File: src/rtl/smb_pkg.sv
// Shared types and constants for the write-combining store buffer.
// Entry widths follow the default configuration; the top derives its defaults from here.
package smb_pkg;

  localparam int SMB_BYTE_NUM   = 8;
  localparam int SMB_ADDR_WIDTH = 32;
  localparam int SMB_DEPTH      = 4;
  localparam int OFS_W          = $clog2(SMB_BYTE_NUM);

  typedef enum logic [1:0] {
    IDLE  = 2'd0,
    DRAIN = 2'd1,
    DONE  = 2'd2
  } state_t;

  typedef struct packed {
    logic [SMB_ADDR_WIDTH-1:0] addr;
    logic [8*SMB_BYTE_NUM-1:0] data;
    logic [SMB_BYTE_NUM-1:0]   bsel;
  } entry_t;

endpackage

File: src/rtl/byte_sel.sv
// Byte-enable generator: expands a one-hot store size at a byte offset into lane enables.
// Enables that would fall past the last lane are dropped; mask forces all enables low.
module byte_sel #(
  parameter int BYTE_NUM = 8
) (
  input  logic [$clog2(BYTE_NUM)-1:0] addr,
  input  logic [BYTE_NUM/2-1:0]       size,
  input  logic                        mask,
  output logic [BYTE_NUM-1:0]         bsel
);

  int ofs_i;
  int nbytes;

  always_comb begin
    // NOTE: every variable gets a default before any conditional write so no latch is inferred.
    ofs_i  = int'(addr);
    nbytes = 0;
    bsel   = '0;
    for (int i = 0; i < BYTE_NUM/2; i++) begin
      if (size[i]) nbytes = 1 << i;
    end
    for (int b = 0; b < BYTE_NUM; b++) begin
      bsel[b] = !mask && (b >= ofs_i) && (b < ofs_i + nbytes);
    end
  end

endmodule

File: src/rtl/store_merge_buf.sv
// Write-combining store buffer in front of the data-cache write port, drained in order.
// Define STORE_MERGE_EN to merge stores into the youngest non-head entry of the same doubleword.
module store_merge_buf
  import smb_pkg::*;
#(
  parameter int BYTE_NUM   = SMB_BYTE_NUM,
  parameter int ADDR_WIDTH = SMB_ADDR_WIDTH,
  parameter int DEPTH      = SMB_DEPTH
) (
  input  logic                      clk,
  input  logic                      rst_n,
  input  logic                      st_valid,
  output logic                      st_ready,
  input  logic [ADDR_WIDTH-1:0]     st_addr,
  input  logic [BYTE_NUM/2-1:0]     st_size,
  input  logic [8*BYTE_NUM-1:0]     st_data,
  output logic                      wr_valid,
  input  logic                      wr_ready,
  output logic [ADDR_WIDTH-1:0]     wr_addr,
  output logic [8*BYTE_NUM-1:0]     wr_data,
  output logic [BYTE_NUM-1:0]       wr_bsel,
  input  logic                      flush_req,
  output logic                      flush_done,
  output logic [$clog2(DEPTH):0]    count
);

  localparam int PTR_W = $clog2(DEPTH);
  localparam int CNT_W = PTR_W + 1;

  state_t             state_q, state_d;
  entry_t             mem [DEPTH];
  logic [PTR_W-1:0]   head, tail, tail_prev;
  logic [CNT_W-1:0]   count_q;

  logic [BYTE_NUM-1:0]   new_bsel;
  logic [8*BYTE_NUM-1:0] lane_data;
  logic [ADDR_WIDTH-1:0] st_dw;
  logic                  push_fire, pop_fire, merge, push_new;

  byte_sel #(.BYTE_NUM(BYTE_NUM)) u_byte_sel (
    .addr (st_addr[OFS_W-1:0]),
    .size (st_size),
    .mask (1'b0),
    .bsel (new_bsel)
  );

  assign lane_data = st_data << {st_addr[OFS_W-1:0], 3'b000};
  assign st_dw     = {st_addr[ADDR_WIDTH-1:OFS_W], {OFS_W{1'b0}}};
  assign tail_prev = tail - PTR_W'(1);

  assign st_ready  = (count_q != CNT_W'(DEPTH)) && (state_q == IDLE);
  assign wr_valid  = (count_q != '0);
  assign push_fire = st_valid && st_ready;
  assign pop_fire  = wr_valid && wr_ready;

`ifdef STORE_MERGE_EN
  // count >= 2 keeps the head out of reach, so wr_* never change under a pending write.
  assign merge = (count_q >= CNT_W'(2)) && (mem[tail_prev].addr == st_dw) && (state_q == IDLE);
`else
  assign merge = 1'b0;
`endif

  assign push_new = push_fire && !merge;

  assign wr_addr = mem[head].addr;
  assign wr_data = mem[head].data;
  assign wr_bsel = mem[head].bsel;
  assign count   = count_q;

  // NOTE: entries are reset (not left uninitialised) because wr_* must read zero out of reset.
  always_ff @(posedge clk or negedge rst_n) begin
    if (!rst_n) begin
      for (int i = 0; i < DEPTH; i++) mem[i] <= '0;
    end else if (push_fire) begin
      if (merge) begin
        for (int b = 0; b < BYTE_NUM; b++) begin
          if (new_bsel[b]) mem[tail_prev].data[8*b +: 8] <= lane_data[8*b +: 8];
        end
        mem[tail_prev].bsel <= mem[tail_prev].bsel | new_bsel;
      end else begin
        mem[tail] <= '{addr: st_dw, data: lane_data, bsel: new_bsel};
      end
    end
  end

  always_ff @(posedge clk or negedge rst_n) begin
    if (!rst_n) begin
      // NOTE: sequential state uses non-blocking assignments so all flops update from pre-edge values.
      head    <= '0;
      tail    <= '0;
      count_q <= '0;
    end else begin
      if (push_new) tail <= tail + PTR_W'(1);
      if (pop_fire) head <= head + PTR_W'(1);
      unique case ({push_new, pop_fire})
        2'b10:   count_q <= count_q + CNT_W'(1);
        2'b01:   count_q <= count_q - CNT_W'(1);
        default: ;
      endcase
    end
  end

  always_ff @(posedge clk or negedge rst_n) begin
    if (!rst_n) state_q <= IDLE;
    else        state_q <= state_d;
  end

  always_comb begin
    state_d    = state_q;
    flush_done = 1'b0;
    unique case (state_q)
      IDLE:    if (flush_req) state_d = DRAIN;
      DRAIN:   if (count_q == '0) state_d = DONE;
      DONE: begin
        flush_done = 1'b1;
        state_d    = IDLE;
      end
      default: state_d = IDLE;
    endcase
  end

endmodule

File: config.mk
export PLATFORM = sky130hd
export DESIGN_NAME = store_merge_buf
export DESIGN_NICKNAME = d
export VERILOG_FILES = /design/src/rtl/smb_pkg.sv /design/src/rtl/byte_sel.sv /design/src/rtl/store_merge_buf.sv
export SDC_FILE = /design/constraint.sdc
export NUM_CORES = 1
export LEC_CHECK = 0
export CORE_UTILIZATION = 42
export CTS_BUF_LIST = sky130_fd_sc_hd__clkbuf_16
export DETAILED_ROUTE_END_ITERATION = 10
export MAX_ROUTING_LAYER = met4
export PLACE_DENSITY = 0.73
export SYNTH_ARGS = -nofsm -noshare
export SYNTH_HDL_FRONTEND = slang
export SYNTH_SLANG_ARGS = --single-unit
File: constraint.sdc
create_clock -name clk -period 3.95 [get_ports clk]
set_clock_uncertainty 0.1 [all_clocks]
set_input_delay 0.79 -clock clk [delete_from_list [all_inputs] [get_ports clk]]
set_output_delay 0.79 -clock clk [all_outputs]
set_load 0.01 [all_outputs]
# --- Yosys cells after proc, flatten, opt, wreduce, memory -nomap -nowiden ---
# Index checks and enable logic that the tools add are counted.
# Widths: inputs -> output; s select.
classes:
  n_addsub: 5
  n_mul: 0
  div: 0
  magnitude_cmp: 18
  eq_ne: 7
  n_shift: 1
  n_mux: 15
  bitwise_logic: 2
  n_reduce_logical: 16
ops:
  columns: ["operator", "count"]
  rows:
  - ["$bwmux 416", 1]
  - ["$mux 104", 3]
  - ["$bmux 104 s2", 1]
  - ["$demux 104 s2", 1]
  - ["$lt 4x32->1 const A", 4]
  - ["$mux 32", 3]
  - ["$lt 3x32->1 const A", 2]
  - ["$shl 64x6->64", 1]
  - ["$add 4x32->32", 1]
  - ["$lt 1x32->1 const A", 1]
  - ["$lt 2x32->1 const A", 1]
  - ["$logic_and 1x1->1", 11]
  - ["$ge 3x3->1 const A", 3]
  - ["$ge 1x3->1 const A", 2]
  - ["$ge 2x3->1 const A", 2]
  - ["$ge 3x3->1 const B", 2]
  - ["$not 2->3", 2]
  - ["$pmux 3 s2", 1]
  - ["$add 2x1->2 const B", 2]
  - ["$eq 2x1->1 const B", 2]
  - ["$eq 2x2->1 const B", 2]
  - ["$mux 2", 2]
  - ["$ne 2x2->1 const B", 2]
  - ["$pmux 2 s2", 1]
  - ["other kinds (10)", 11]
totals:
  register_bits: 425
  latchBits: 0
  ramBits: 0
  romBits: 0
  in_bits: 105
  out_inout_bits: 110
  elab_cells: 80
  n_memories: 0

# --- Logic depth before layout (Yosys ltp) ---
logic_depth:
  word_depth: 8
  mapped_depth: 10
  ltp_nobuf: 9

# --- Cells and area by module ---
# From an unflattened synthesis, not the netlist that was laid out.
hier_totals:
  cells_unflattened: 1506
  hier_area_um2: 20885.0
by_module_without_submodules:
  columns: ["module", "instances", "cells_per_inst", "area_per_inst_um2", "seq_area_each_um2"]
  rows:
  - ["store_merge_buf", 1, 1474, 20622.3, 10334.9]
  - ["byte_sel", 1, 32, 262.8, 0.0]

# --- Worst setup path after synthesis ---
# Ideal clock, no wire load.
synth_timing:
  path_kind: "in2reg"
  start: "input port st_size[3]"
  end: "register mem[313] (netlist bit)"
  setup_ns: 0.125
  arrival_ns: 2.858
  required_ns: 3.725
  setup_slack_ns: 0.867
  path_stages: 7
  path_buffers: 1
  path_cell_list: "buf_2 > nor4b_1 > ha_1 > fa_1 > or3_1 > o311a_1 > mux2_2"
synth_via:
  elab_chain_len: 5
synth_lines:
  columns: ["element", "line", "source"]
  rows:
  - ["from (decl)", "store_merge_buf.sv:15", "input logic [BYTE_NUM/2-1:0] st_size,"]
  - ["$mux 32", "byte_sel.sv:21", "if (size[i]) nbytes = 1 << i;"]
  - ["$add 4x32->32", "byte_sel.sv:24", "bsel[b] = !mask && (b >= ofs_i) && (b < ofs_i + nbytes);"]
  - ["$lt 2x32->1", "byte_sel.sv:24", null]
  - ["$logic_and 1x1->1", "byte_sel.sv:24", null]
  - ["$bwmux 416", "store_merge_buf.sv:81", "mem[tail] <= '{addr: st_dw, data: lane_data, bsel: new_bsel};"]
  - ["to (signal, indexed assignment)", "store_merge_buf.sv:81", null]
  - ["to (decl)", "store_merge_buf.sv:31", "entry_t mem [DEPTH];"]
# No other way between the ends.
# A chain may end at the register's enable or synchronous reset.

# --- Final worst setup path ---
layout_timing:
  start: "register head[0]"
  end: "output port wr_bsel[0]"
layout_via:
  elab_chain_len: 4
layout_lines:
  columns: ["element", "line", "source"]
  rows:
  - ["from (decl)", "store_merge_buf.sv:32", "logic [PTR_W-1:0] head, tail, tail_prev;"]
  - ["from (signal assigned)", "store_merge_buf.sv:94", "if (pop_fire) head <= head + PTR_W'(1);"]
  - ["$not 2->3 (implied by the code)", "store_merge_buf.sv:67", "assign wr_bsel = mem[head].bsel;"]
  - ["$bmux 104 s2", "store_merge_buf.sv:67", null]
  - ["$mux 104 (implied by the code) (2 in a row)", "store_merge_buf.sv:67", null]
  - ["to (decl)", "store_merge_buf.sv:21", "output logic [BYTE_NUM-1:0] wr_bsel,"]
# No other way between the ends. The select of a mux whose other input is x is not followed.

==> metrics <==
status=finished, violations left; violated checks=design-rule violations; IO Port Bufs=211; Clock Latency Late Sink=0.61 ns; Worst-path clk slew=0.06 ns; register-to-register path setup slack=1.30 ns; Levels on crit path=3; GR Util All Layers=24.00%; Min Clock Period, post-route=3.635 ns; CP Capture Type=primary output; post-synth top area cell=dfrtp_1; number of synthesized register bits=413; Req. time, crit path=3.06 ns; global-route wire length before repair=86220 microns; Hold Crit Class=in2async; CTS max path bufs=3; largest net degree at the start of global routing=97; Power Dens Cells=789.5 nW/um^2; maxcap violations=0; Nets=2010; area growth from synthesis to layout=21.22%; worst path bufs/invs=2; vias in the first global route=14880; maximum vdd ir drop=0.5430 mV; DRT iter0 DRCs=1338; Core Rows=79; share of flip-flops with an asynchronous set or reset=100.0%; layout cells sized above 1=20.85%; Placer Congestion=0.8853; worst relative slew slack=41.25%; FF/Latch Area=10340 sq um; yosys warns=0; count of cell types in the netlist=56; global route overflow=0; number of H-tree levels=2; setup TNS=0 ns; via count=14400; final period utilization=92.03%; post-synthesis sequential area ratio=51.74%; # clock sinks=413; Core Region=46750 sq um; Setup crit start kind=flip-flop; IO Pins=215; TritonRoute pass-1 iters=8; number of remaining DRC errors=15; DRT Wirelength=55080 microns; CTS Hold Bufs=0; classification of the worst setup path=reg2out; WL per Instance=21.67 microns; CP cell instances=buf_4, mux4_2, clkdlybuf4s50_1; Fill cells=3976; Die ar.=48430 sq um; Final Setup Violations=0; syn avg cell area=11.63 sq um; P_leak=0.01094 uW; arrival time at the worst endpoint=2.75 ns; total CTS buffers=47; Max Fclk=275.1 MHz; Worst-Margin Slew=0.8738 ns; unrepaired setup endpoints after global routing=no; Reg2Reg Depth=9; EDFF count, synth=0; worst-path maximum fanout=28; Post-CTS Setup Repair Bufs=0; Vias per Instance=5.666; Post-DRT Antenna Nets=0; Max stage delay cell, worst path=mux4_2; post-synth top area share=51.74%; Post-Synthesis Cell Area=19970 sq um; Root Driver=clkbuf_16; final hold viol count=0; die span in x=220.1 microns; DP Wirelength=37300 microns; starting density of the core=42.72%; DP Area=22720 sq um; Syn Inst Count=1717; Top FF cell, synth=dfrtp_1; initial antenna violation count=1; cell family with the largest share of critical-path delay=buffers and inverters; CTS tree=done; Die Y-Extent=220.1 microns; cts repair resizes=0; Worst R2R Start=state_q[0]; reg2reg end=count[2]; fin area=24210 sq um; Critical Path Max Stage Delay=0.68 ns; max-slew violations=0; top post-synthesis cells by area=dfrtp_1, mux4_2, nand2_1; footprint of the multi-input gates=8927 sq um
cell usage after synthesis (5+ instances only):
cell and instances:
buf_2 38, a211o_1 5, o22ai_1 8, ha_1 8
buf_1 10, dfrtp_1 413, inv_1 8, mux4_2 121
buf_4 38, nor2_1 58, nand2_1 559, o31ai_1 8
nand3_1 7, a21o_1 9, buf_6 7, a31oi_1 37
nor2b_1 5, mux4_1 5, a22oi_1 9, clkbuf_1 33
mux2_2 157, a221oi_1 7, mux2i_1 33, o21ai_0 72
a211oi_1 7, and2_1 6
layout make-up:
cell class	instances	area share, %
Multi-Input combinational cell	1170	36.87
Sequential cell	413	42.72
Clock inverter	40	1.302
Timing Repair Buffer	253	10.95
Tap cell	607	3.137
Antenna cell	1	0.01034
Clock buffer	47	4.858
Inverter	10	0.1550
report_power, final:
part	leakage (uW)	internal, uW	switching (uW)
combinational	0.00487	4250	3570
clock	0.000773	2370	1800
sequential	0.00530	6080	1030
total	0.0109	12700	6410
metal layers:
| metal | share of wire, % | GRT usage, % |
|---|---|---|
| met1 | 41 | 31.03 |
| met2 | 48 | 37.36 |
| met3 | 8.2 | 5.079 |
| met4 | 2.9 | 8.575 |
| met5 | 0 | - |
worst max-delay path by stage:
| stage | start | end | slack (ns) |
|---|---|---|---|
| detailed placement | st_size[3] | mem[2] | 0.15 |
| global route | head[0] | wr_data[36] | 0.15 |
| CTS | head[0] | wr_bsel[0] | 0.24 |
| global placement | st_size[3] | mem[2] | 0.24 |
| floorplan | st_size[3] | mem[313] | 0.87 |
| finish | head[0] | wr_bsel[0] | 0.31 |
worst reg2reg max path, cell delays in order (launching register included):
cell,delay (ns)
dfrtp_1,0.39
or2_0,0.68
a21oi_1,0.15
nand2_1,0.20
ha_1,0.20
inv_1,0.06
fa_1,0.37
xor2_1,0.15
nor2_1,0.12
xor2_1,0.15
per-stage QoR:
step	instances	util (%)	setup slack, ns	total power (uW)	hold WS, ns
3_3_place_gp	2453	48.59	0.2403	14710	0.3520
3_5_place_dp	2453	48.59	0.1498	15060	0.3578
2_1_floorplan	1719	-	0.8675	11520	0.3334
4_1_cts	2540	51.78	0.2425	19320	0.1467
5_1_grt	2541	51.78	0.1527	20250	0.1892
6_report	2541	51.78	0.3146	19110	0.1556
kinds of logic after synthesis:
logic type / synth area share (%)
muxes: 24.81
other: 0.01878
DFF: 51.74
xor gates and xnor gates: 0.3508
buffers and inverters: 3.771
and+or+nand+nor: 12.74
adders and majority gates: 0.7017
AOI/OAI and AO/OA: 5.870
registers in the layout (all words and copies together), names as in the netlist:
name	cells
mem	404
count	3
head	2
state_q	2
tail	2
cells in the final DEF, fill, tap and decap left out, types with 5 or more instances in the layout:
cell type,synthesis,final
a211oi_1,7,7
a21o_1,9,9
a221oi_1,7,7
a22oi_1,9,9
a31oi_1,37,37
and2_1,6,6
buf_12,0,18
buf_4,38,25
clkbuf_16,0,47
clkdlybuf4s50_1,0,208
clkinv_1,1,11
clkinv_2,0,7
dfrtp_1,413,411
ha_1,8,8
inv_1,8,22
mux2_2,157,157
mux2i_1,33,33
mux4_1,5,5
mux4_2,121,121
nand2_1,559,559
nand3_1,7,7
nor2_1,58,58
nor2b_1,5,5
o21ai_0,72,72
o22ai_1,8,8
o31ai_1,8,8
No activity file was read; power rests on OpenSTA's default activity.
